`config.mk`:
```
export PLATFORM = sky130hd
export DESIGN_NAME = spi_lcd_rx_flat
export DESIGN_NICKNAME = d
export VERILOG_FILES = /design/src/rtl/spi_lcd_rx_if.sv /design/src/rtl/spi_lcd_rx.sv /design/src/flat_wrapper.sv
export SDC_FILE = /design/constraint.sdc
export NUM_CORES = 1
export LEC_CHECK = 0
export BUFFER_PORTS_ARGS = -buffer_cell sky130_fd_sc_hd__buf_4
export CORE_MARGIN = 3
export CORE_UTILIZATION = 40
export DETAILED_ROUTE_END_ITERATION = 10
export SKIP_CTS_REPAIR_TIMING = 1
export SYNTH_ARGS = -nofsm -noshare
export SYNTH_HDL_FRONTEND = slang
export SYNTH_SLANG_ARGS = --single-unit
```
`constraint.sdc`:
```
create_clock -name clk -period 3.4 [get_ports clk]
set_input_delay 0.17 -clock clk [delete_from_list [all_inputs] [get_ports clk]]
set_output_delay 0.17 -clock clk [all_outputs]
set_load 0.01 [all_outputs]
```
`src/rtl/spi_lcd_rx_if.sv`:
```
// Read-side bus of spi_lcd_rx: FWFT head word, occupancy and status flags.
// slave = the receiver, master = whoever drains it.
interface spi_lcd_rx_if #(
    parameter int DEPTH = 16
) ();
    localparam int CW = $clog2(DEPTH) + 1;

    logic [8:0]    dout;
    logic          valid;
    logic          rd;
    logic          overflow;
    logic          ovf_clr;
    logic          frame_err;
    logic [CW-1:0] count;

    modport slave  (output dout, valid, overflow, frame_err, count,
                    input  rd, ovf_clr);
    modport master (input  dout, valid, overflow, frame_err, count,
                    output rd, ovf_clr);
endinterface

```
`src/rtl/spi_lcd_rx.sv`:
```
// spi_lcd_rx: 9-bit mode-0 SPI slave (D/C + 8 data) feeding a first-word-fall-through FIFO.
// Define SPI_LCD_RX_ECHO_EN to return the previously completed word on miso.
module spi_lcd_rx #(
    parameter int DEPTH       = 16,
    parameter int SYNC_STAGES = 2
) (
    input  logic        clk,
    input  logic        rst,
    input  logic        csn,
    input  logic        sck,
    input  logic        mosi,
    output logic        miso,
    spi_lcd_rx_if.slave bus
);
    localparam int AW = $clog2(DEPTH);
    localparam int CW = AW + 1;
    localparam logic [CW-1:0] FULL = CW'(DEPTH);

    typedef enum logic [1:0] {WAIT_IDLE, IDLE, SHIFT} state_t;

    logic [SYNC_STAGES-1:0] csn_sync_q, csn_sync_d;
    logic [SYNC_STAGES-1:0] sck_sync_q, sck_sync_d;
    logic [SYNC_STAGES-1:0] mosi_sync_q, mosi_sync_d;
    logic                   csn_prev_q, csn_prev_d;
    logic                   sck_prev_q, sck_prev_d;

    state_t        state_q, state_d;
    logic [3:0]    bitcnt_q, bitcnt_d;
    logic [8:0]    shift_q, shift_d;
    logic          push_q, push_d;
    logic          ferr_q, ferr_d;

    logic [8:0]    mem_q [DEPTH];
    logic [AW-1:0] wr_ptr_q, wr_ptr_d;
    logic [AW-1:0] rd_ptr_q, rd_ptr_d;
    logic [CW-1:0] count_q, count_d;
    logic [8:0]    dout_q, dout_d;
    logic          ovf_q, ovf_d;

    logic csn_s, sck_s, mosi_s;
    logic csn_fall, csn_rise, sck_rise;
    logic do_push, do_pop;

    assign csn_s  = csn_sync_q[SYNC_STAGES-1];
    assign sck_s  = sck_sync_q[SYNC_STAGES-1];
    assign mosi_s = mosi_sync_q[SYNC_STAGES-1];

    assign csn_fall = csn_prev_q & ~csn_s;
    assign csn_rise = ~csn_prev_q & csn_s;
    assign sck_rise = ~sck_prev_q & sck_s;

    assign do_pop  = bus.rd && (count_q != '0);
    // A full FIFO still accepts a word when the same cycle pops one.
    assign do_push = push_q && ((count_q != FULL) || do_pop);

    always_comb begin
        // NOTE: every _d takes its hold value first, so no branch leaves one unassigned and no latch is inferred.
        csn_sync_d  = {csn_sync_q[SYNC_STAGES-2:0], csn};
        sck_sync_d  = {sck_sync_q[SYNC_STAGES-2:0], sck};
        mosi_sync_d = {mosi_sync_q[SYNC_STAGES-2:0], mosi};
        csn_prev_d  = csn_s;
        sck_prev_d  = sck_s;

        state_d  = state_q;
        bitcnt_d = bitcnt_q;
        shift_d  = shift_q;
        push_d   = 1'b0;
        ferr_d   = 1'b0;

        unique case (state_q)
            WAIT_IDLE: if (csn_s) state_d = IDLE;
            IDLE: begin
                if (csn_fall) begin
                    state_d  = SHIFT;
                    bitcnt_d = '0;
                end
            end
            SHIFT: begin
                if (sck_rise) begin
                    shift_d = {shift_q[7:0], mosi_s};
                    if (bitcnt_q == 4'd8) begin
                        push_d   = 1'b1;
                        bitcnt_d = '0;
                    end else begin
                        bitcnt_d = bitcnt_q + 4'd1;
                    end
                end
                // bitcnt_d already includes a coincident 9th edge, which wraps it to 0.
                if (csn_rise) begin
                    ferr_d   = (bitcnt_d != '0);
                    bitcnt_d = '0;
                    state_d  = IDLE;
                end
            end
            default: state_d = WAIT_IDLE;
        endcase

        wr_ptr_d = do_push ? wr_ptr_q + AW'(1) : wr_ptr_q;
        rd_ptr_d = do_pop  ? rd_ptr_q + AW'(1) : rd_ptr_q;
        unique case ({do_push, do_pop})
            2'b10:   count_d = count_q + CW'(1);
            2'b01:   count_d = count_q - CW'(1);
            default: count_d = count_q;
        endcase

        // Next head word; the slot being written this cycle is not yet in mem_q.
        if (count_d == '0)
            dout_d = dout_q;
        else if (do_push && (rd_ptr_d == wr_ptr_q))
            dout_d = shift_q;
        else
            dout_d = mem_q[rd_ptr_d];

        ovf_d = (ovf_q & ~bus.ovf_clr) | (push_q & ~do_push);
    end

    always_ff @(posedge clk) begin
        // NOTE: non-blocking throughout, so every flop samples the values from before this edge.
        if (rst) begin
            // Synchronisers clear to 0 so a csn held low through reset stays low to WAIT_IDLE.
            csn_sync_q  <= '0;
            sck_sync_q  <= '0;
            mosi_sync_q <= '0;
            csn_prev_q  <= 1'b0;
            sck_prev_q  <= 1'b0;
            state_q     <= WAIT_IDLE;
            bitcnt_q    <= '0;
            shift_q     <= '0;
            push_q      <= 1'b0;
            ferr_q      <= 1'b0;
            wr_ptr_q    <= '0;
            rd_ptr_q    <= '0;
            count_q     <= '0;
            dout_q      <= '0;
            ovf_q       <= 1'b0;
        end else begin
            csn_sync_q  <= csn_sync_d;
            sck_sync_q  <= sck_sync_d;
            mosi_sync_q <= mosi_sync_d;
            csn_prev_q  <= csn_prev_d;
            sck_prev_q  <= sck_prev_d;
            state_q     <= state_d;
            bitcnt_q    <= bitcnt_d;
            shift_q     <= shift_d;
            push_q      <= push_d;
            ferr_q      <= ferr_d;
            wr_ptr_q    <= wr_ptr_d;
            rd_ptr_q    <= rd_ptr_d;
            count_q     <= count_d;
            dout_q      <= dout_d;
            ovf_q       <= ovf_d;
        end
    end

    // NOTE: storage is deliberately not reset; dout is a separate registered copy, so stale entries never show.
    always_ff @(posedge clk) begin
        if (do_push) mem_q[wr_ptr_q] <= shift_q;
    end

    assign bus.dout      = dout_q;
    assign bus.valid     = (count_q != '0);
    assign bus.count     = count_q;
    assign bus.overflow  = ovf_q;
    assign bus.frame_err = ferr_q;

`ifdef SPI_LCD_RX_ECHO_EN
    logic       sck_fall;
    logic [8:0] echo_q, echo_d;
    logic [8:0] last_q, last_d;

    assign sck_fall = sck_prev_q & ~sck_s;

    // Falls 1..8 of a word shift; the 9th fall sees bitcnt back at 0 and keeps the reload.
    always_comb begin
        echo_d = echo_q;
        last_d = last_q;
        if (push_q) begin
            last_d = shift_q;
            echo_d = shift_q;
        end else if (csn_fall) begin
            echo_d = last_q;
        end else if (sck_fall && !csn_s && (state_q == SHIFT) && (bitcnt_q != '0)) begin
            echo_d = {echo_q[7:0], 1'b0};
        end
    end

    always_ff @(posedge clk) begin
        if (rst) begin
            echo_q <= '0;
            last_q <= '0;
        end else begin
            echo_q <= echo_d;
            last_q <= last_d;
        end
    end

    assign miso = echo_q[8] & ~csn_s;
`else
    assign miso = 1'b0;
`endif
endmodule

```
`src/flat_wrapper.sv`:
```
// flat-port wrapper written by rule: the top's interface ports become plain ports
module spi_lcd_rx_flat 
#(
    parameter int DEPTH       = 16,
    parameter int SYNC_STAGES = 2
)
  (clk, rst, csn, sck, mosi, miso, bus_dout, bus_valid, bus_overflow, bus_frame_err, bus_count, bus_rd, bus_ovf_clr);
  spi_lcd_rx_if #(.DEPTH(DEPTH)) bus_i ();
  input  logic clk;
  input  logic rst;
  input  logic csn;
  input  logic sck;
  input  logic mosi;
  output logic miso;
  output wire logic [$bits(bus_i.dout)-1:0] bus_dout;
  output wire logic [$bits(bus_i.valid)-1:0] bus_valid;
  output wire logic [$bits(bus_i.overflow)-1:0] bus_overflow;
  output wire logic [$bits(bus_i.frame_err)-1:0] bus_frame_err;
  output wire logic [$bits(bus_i.count)-1:0] bus_count;
  input wire logic [$bits(bus_i.rd)-1:0] bus_rd;
  input wire logic [$bits(bus_i.ovf_clr)-1:0] bus_ovf_clr;
  assign bus_dout = bus_i.dout;
  assign bus_valid = bus_i.valid;
  assign bus_overflow = bus_i.overflow;
  assign bus_frame_err = bus_i.frame_err;
  assign bus_count = bus_i.count;
  assign bus_i.rd = bus_rd;
  assign bus_i.ovf_clr = bus_ovf_clr;
  spi_lcd_rx #(.DEPTH(DEPTH), .SYNC_STAGES(SYNC_STAGES)) u_core (.clk(clk), .rst(rst), .csn(csn), .sck(sck), .mosi(mosi), .miso(miso), .bus(bus_i));
endmodule
```
==> impl_metrics.json <==
{
  "outcome": "completed",
  "rows": 51,
  "drt-vias-per-instance": 5.80,
  "slew_headroom": 0.357,
  "skew_ns": 0.00846,
  "clockBufferDepth": 2,
  "power_density_nw_per_um2": 758,
  "r2r-start": "u_core.bus.count[1]$_SDFF_PP0_",
  "crit_path_end": "u_core.bus.dout[2]$_SDFFE_PP0P_",
  "fill_cells": 1746,
  "drc": 0,
  "avgSynthCellArea_um2": 12.8,
  "r2r-end": "u_core.bus.dout[2]$_SDFFE_PP0P_",
  "syn_nets": 664,
  "grt_overflow": 0,
  "first_pass_iters": 5,
  "vdd_drop_max_uv": 463,
  "cpMaxStageDelayCell": "a2111oi_0",
  "cp.buffers_inverters": 1,
  "synth_area_um2": 8260,
  "power.leakage_nw": 3.10,
  "grt_max_degree": 49,
  "critPathMaxFanout": 9,
  "yosysSeqAreaShare": 0.640,
  "cts_tree": "yes",
  "cp.arrival_ns": 3.48,
  "drv_cap": 0,
  "timing.final.crit_share": 0.941,
  "synth-edff-count": 144,
  "core_um2": 19800,
  "initial_core_util": 0.416,
  "crit_cells": 8,
  "crit_start": "u_core.bus.count[1]$_SDFF_PP0_",
  "clock-root-buffer": "clkbuf_16",
  "ant_nets": 0,
  "worstSkewPairLatency_ns": 0.43,
  "routed_wl_um": 20300,
  "area_growth_pct": 14.5,
  "fmax_mhz": 312,
  "grt_pass1_wl_um": 31900,
  "die_w_um": 150,
  "synth_flop_cell": "edfxtp_1",
  "required_ns": 3.68,
  "cts.sink_count": 192,
  "use_met2": 0.297,
  "r2r_slack_ns": 0.20,
  "endpoint_kind": "flip-flop",
  "fin_hold_ws_ns": 0.0534,
  "diodes": 0,
  "hold_class": "in -> reg",
  "grt_pass1_vias": 5538,
  "crit_type": "reg -> reg",
  "synthCells": 646,
  "r2r_cells": 8,
  "yosys.area.top_type": "edfxtp_1",
  "cts_buffers": 17,
  "fin_nets": 707,
  "max_stage_delay_ns": 0.82,
  "gp_congestion": 0.867,
  "synth_warnings": 0,
  "vias": 5609,
  "cp_top_family": "compound AO/OA/AOI/OAI gates",
  "track_usage": 0.188,
  "portBuffers": 23,
  "final.min_clock_period_ns": 3.20,
  "yosysTopAreaCellShare": 0.523,
  "setup-violations-final": 0,
  "gr-usage-met3": 0.0342,
  "hold_viol_final": 0,
  "path_cells": "buf_4 -> or4_1 -> o21ai_2 -> mux2i_1 -> a2111oi_0 -> a31oi_1 -> nand4_1 -> a311oi_1",
  "cp-start-kind": "flip-flop",
  "met1_usage": 0.271,
  "async_reset_ff_frac": 0,
  "io-pin-count": 25,
  "synth_area_leaders": "edfxtp_1 (52%), dfxtp_1 (12%), a22oi_1 (3.5%)",
  "ys_seq_elements": 192,
  "drt_iter0_markers": 485,
  "wl_per_cell_um": 21.0,
  "path_clk_slew_ns": 0.06,
  "htree_levels": 4,
  "antenna_found_initial": 0,
  "rsz0062_at_grt": "no",
  "final_util": 0.477,
  "ys_types": 64,
  "drive_gt1_frac": 0.138,
  "worstMarginPinSlew_ns": 0.963,
  "fp.dieH_um": 150,
  "final_max_slew_viol_count": 0,
  "fp.dieArea_um2": 22400,
  "dp_hpwl_um": 13300,
  "busiest_layer": "met2"
}
worst min-delay path, stage by stage:
cell and delay, ns:
buf_4 0.11, inv_1 0.04, a21oi_1 0.05, nor2_1 0.07
layer usage:
metal / wire (um) / vias to the layer above
met2: 9710 / 173
li1: - / 2616
met1: 9210 / 2798
met4: 296 / 0
met5: 0 / -
met3: 1100 / 22
final cells by class:
cell class,count,area (um2),share of cell area
well taps,265,332,0.0351
clock buffers,20,437,0.0462
inverters,17,63.8,0.00675
repair buffers,60,458,0.0484
flip-flops and latches,192,5290,0.559
multi-input cells,401,2750,0.291
clock inverters,12,133,0.0140
worst min path at each step:
stage                     cells past startpoint        start                              end
final                                         4  bus_ovf_clr   u_core.bus.overflow$_SDFF_PP0_
after global routing                          4  bus_ovf_clr   u_core.bus.overflow$_SDFF_PP0_
after CTS                                     2          csn  u_core.csn_sync_q[0]$_SDFF_PP0_
after detailed placement                      2          csn  u_core.csn_sync_q[0]$_SDFF_PP0_
after global placement                        2          sck  u_core.sck_sync_q[0]$_SDFF_PP0_
after floorplan                               1          csn  u_core.csn_sync_q[0]$_SDFF_PP0_
power by group:
group / total [mW] / switching [mW] / internal, mW
Clock: 1.94 / 0.856 / 1.09
Sequential: 2.63 / 0.0554 / 2.57
Combinational: 2.60 / 1.61 / 0.985
Total: 7.17 / 2.52 / 4.64
cells in the final DEF (no fill, tap or decap), drive strengths merged, types with 3 or more instances in the layout:
master	n
a311oi	9
inv	18
nand4bb	7
edfxtp	144
a2111oi	9
a32oi	5
dlygate4sd3	3
clkinvlp	5
o22ai	10
a221oi	25
a22oi	39
a21oi	21
ha	10
nand3	11
o21ai	15
nor2b	14
o211ai	3
a211oi	4
a21boi	10
nand2b	5
a31oi	12
xnor2	6
nand2	52
mux2i	24
nor3	14
nor4	3
clkinv	4
o31ai	3
a21o	5
dfxtp	48
clkbuf	20
nor2	46
buf	57
xor2	8
nand4	4
stage by stage:
| step | instances | cell area [um2] | total power [mW] | setup TNS [ns] | setup WS (ns) |
|---|---|---|---|---|---|
| finish | 967 | 9460 | 7.17 | 0 | 0.200 |
| global route | 967 | 9460 | 7.54 | 0 | 0.0447 |
| CTS | 964 | 9410 | 7.15 | -0.00997 | -0.00997 |
| detailed placement | 932 | 8840 | 5.21 | 0 | 0.00220 |
| global placement | 932 | 8840 | 5.13 | 0 | 0.208 |
| floorplan | 646 | 8260 | 4.43 | 0 | 0.0358 |
flip-flops by register name, summed over array words and instances (netlist names), 2 cells and up:
name                cells
u_core.mem_q          144
u_core.bus.dout         9
u_core.shift_q          9
u_core.bus.count        5
u_core.bitcnt_q         4
u_core.rd_ptr_q         4
u_core.wr_ptr_q         4
u_core.csn_sync_q       2
u_core.mosi_sync_q      2
u_core.sck_sync_q       2
u_core.state_q          2
logic make-up (layout without fill, tap and decap cells):
family,Yosys count,count (layout),share of synthesized area
XOR/XNOR,14,14,0.0148
AND/OR/NAND/NOR,168,168,0.101
multiplexers,25,25,0.0320
flip-flops,192,192,0.640
other,1,1,0.000454
buffers and inverters,53,109,0.0297
AO/OA/AOI/OAI,182,182,0.165
adder cells (fa/ha/maj),11,11,0.0176
Yosys cell counts (14+ instances only):
| cell | n |
|---|---|
| edfxtp_1 | 144 |
| nor3_1 | 14 |
| a22oi_1 | 39 |
| dfxtp_1 | 48 |
| inv_1 | 15 |
| mux2i_1 | 23 |
| a221oi_1 | 25 |
| nand2_1 | 52 |
| clkbuf_1 | 15 |
| nor2_1 | 46 |
| nor2b_1 | 14 |
| a21oi_1 | 21 |
No activity file was read; power rests on OpenSTA's default activity.
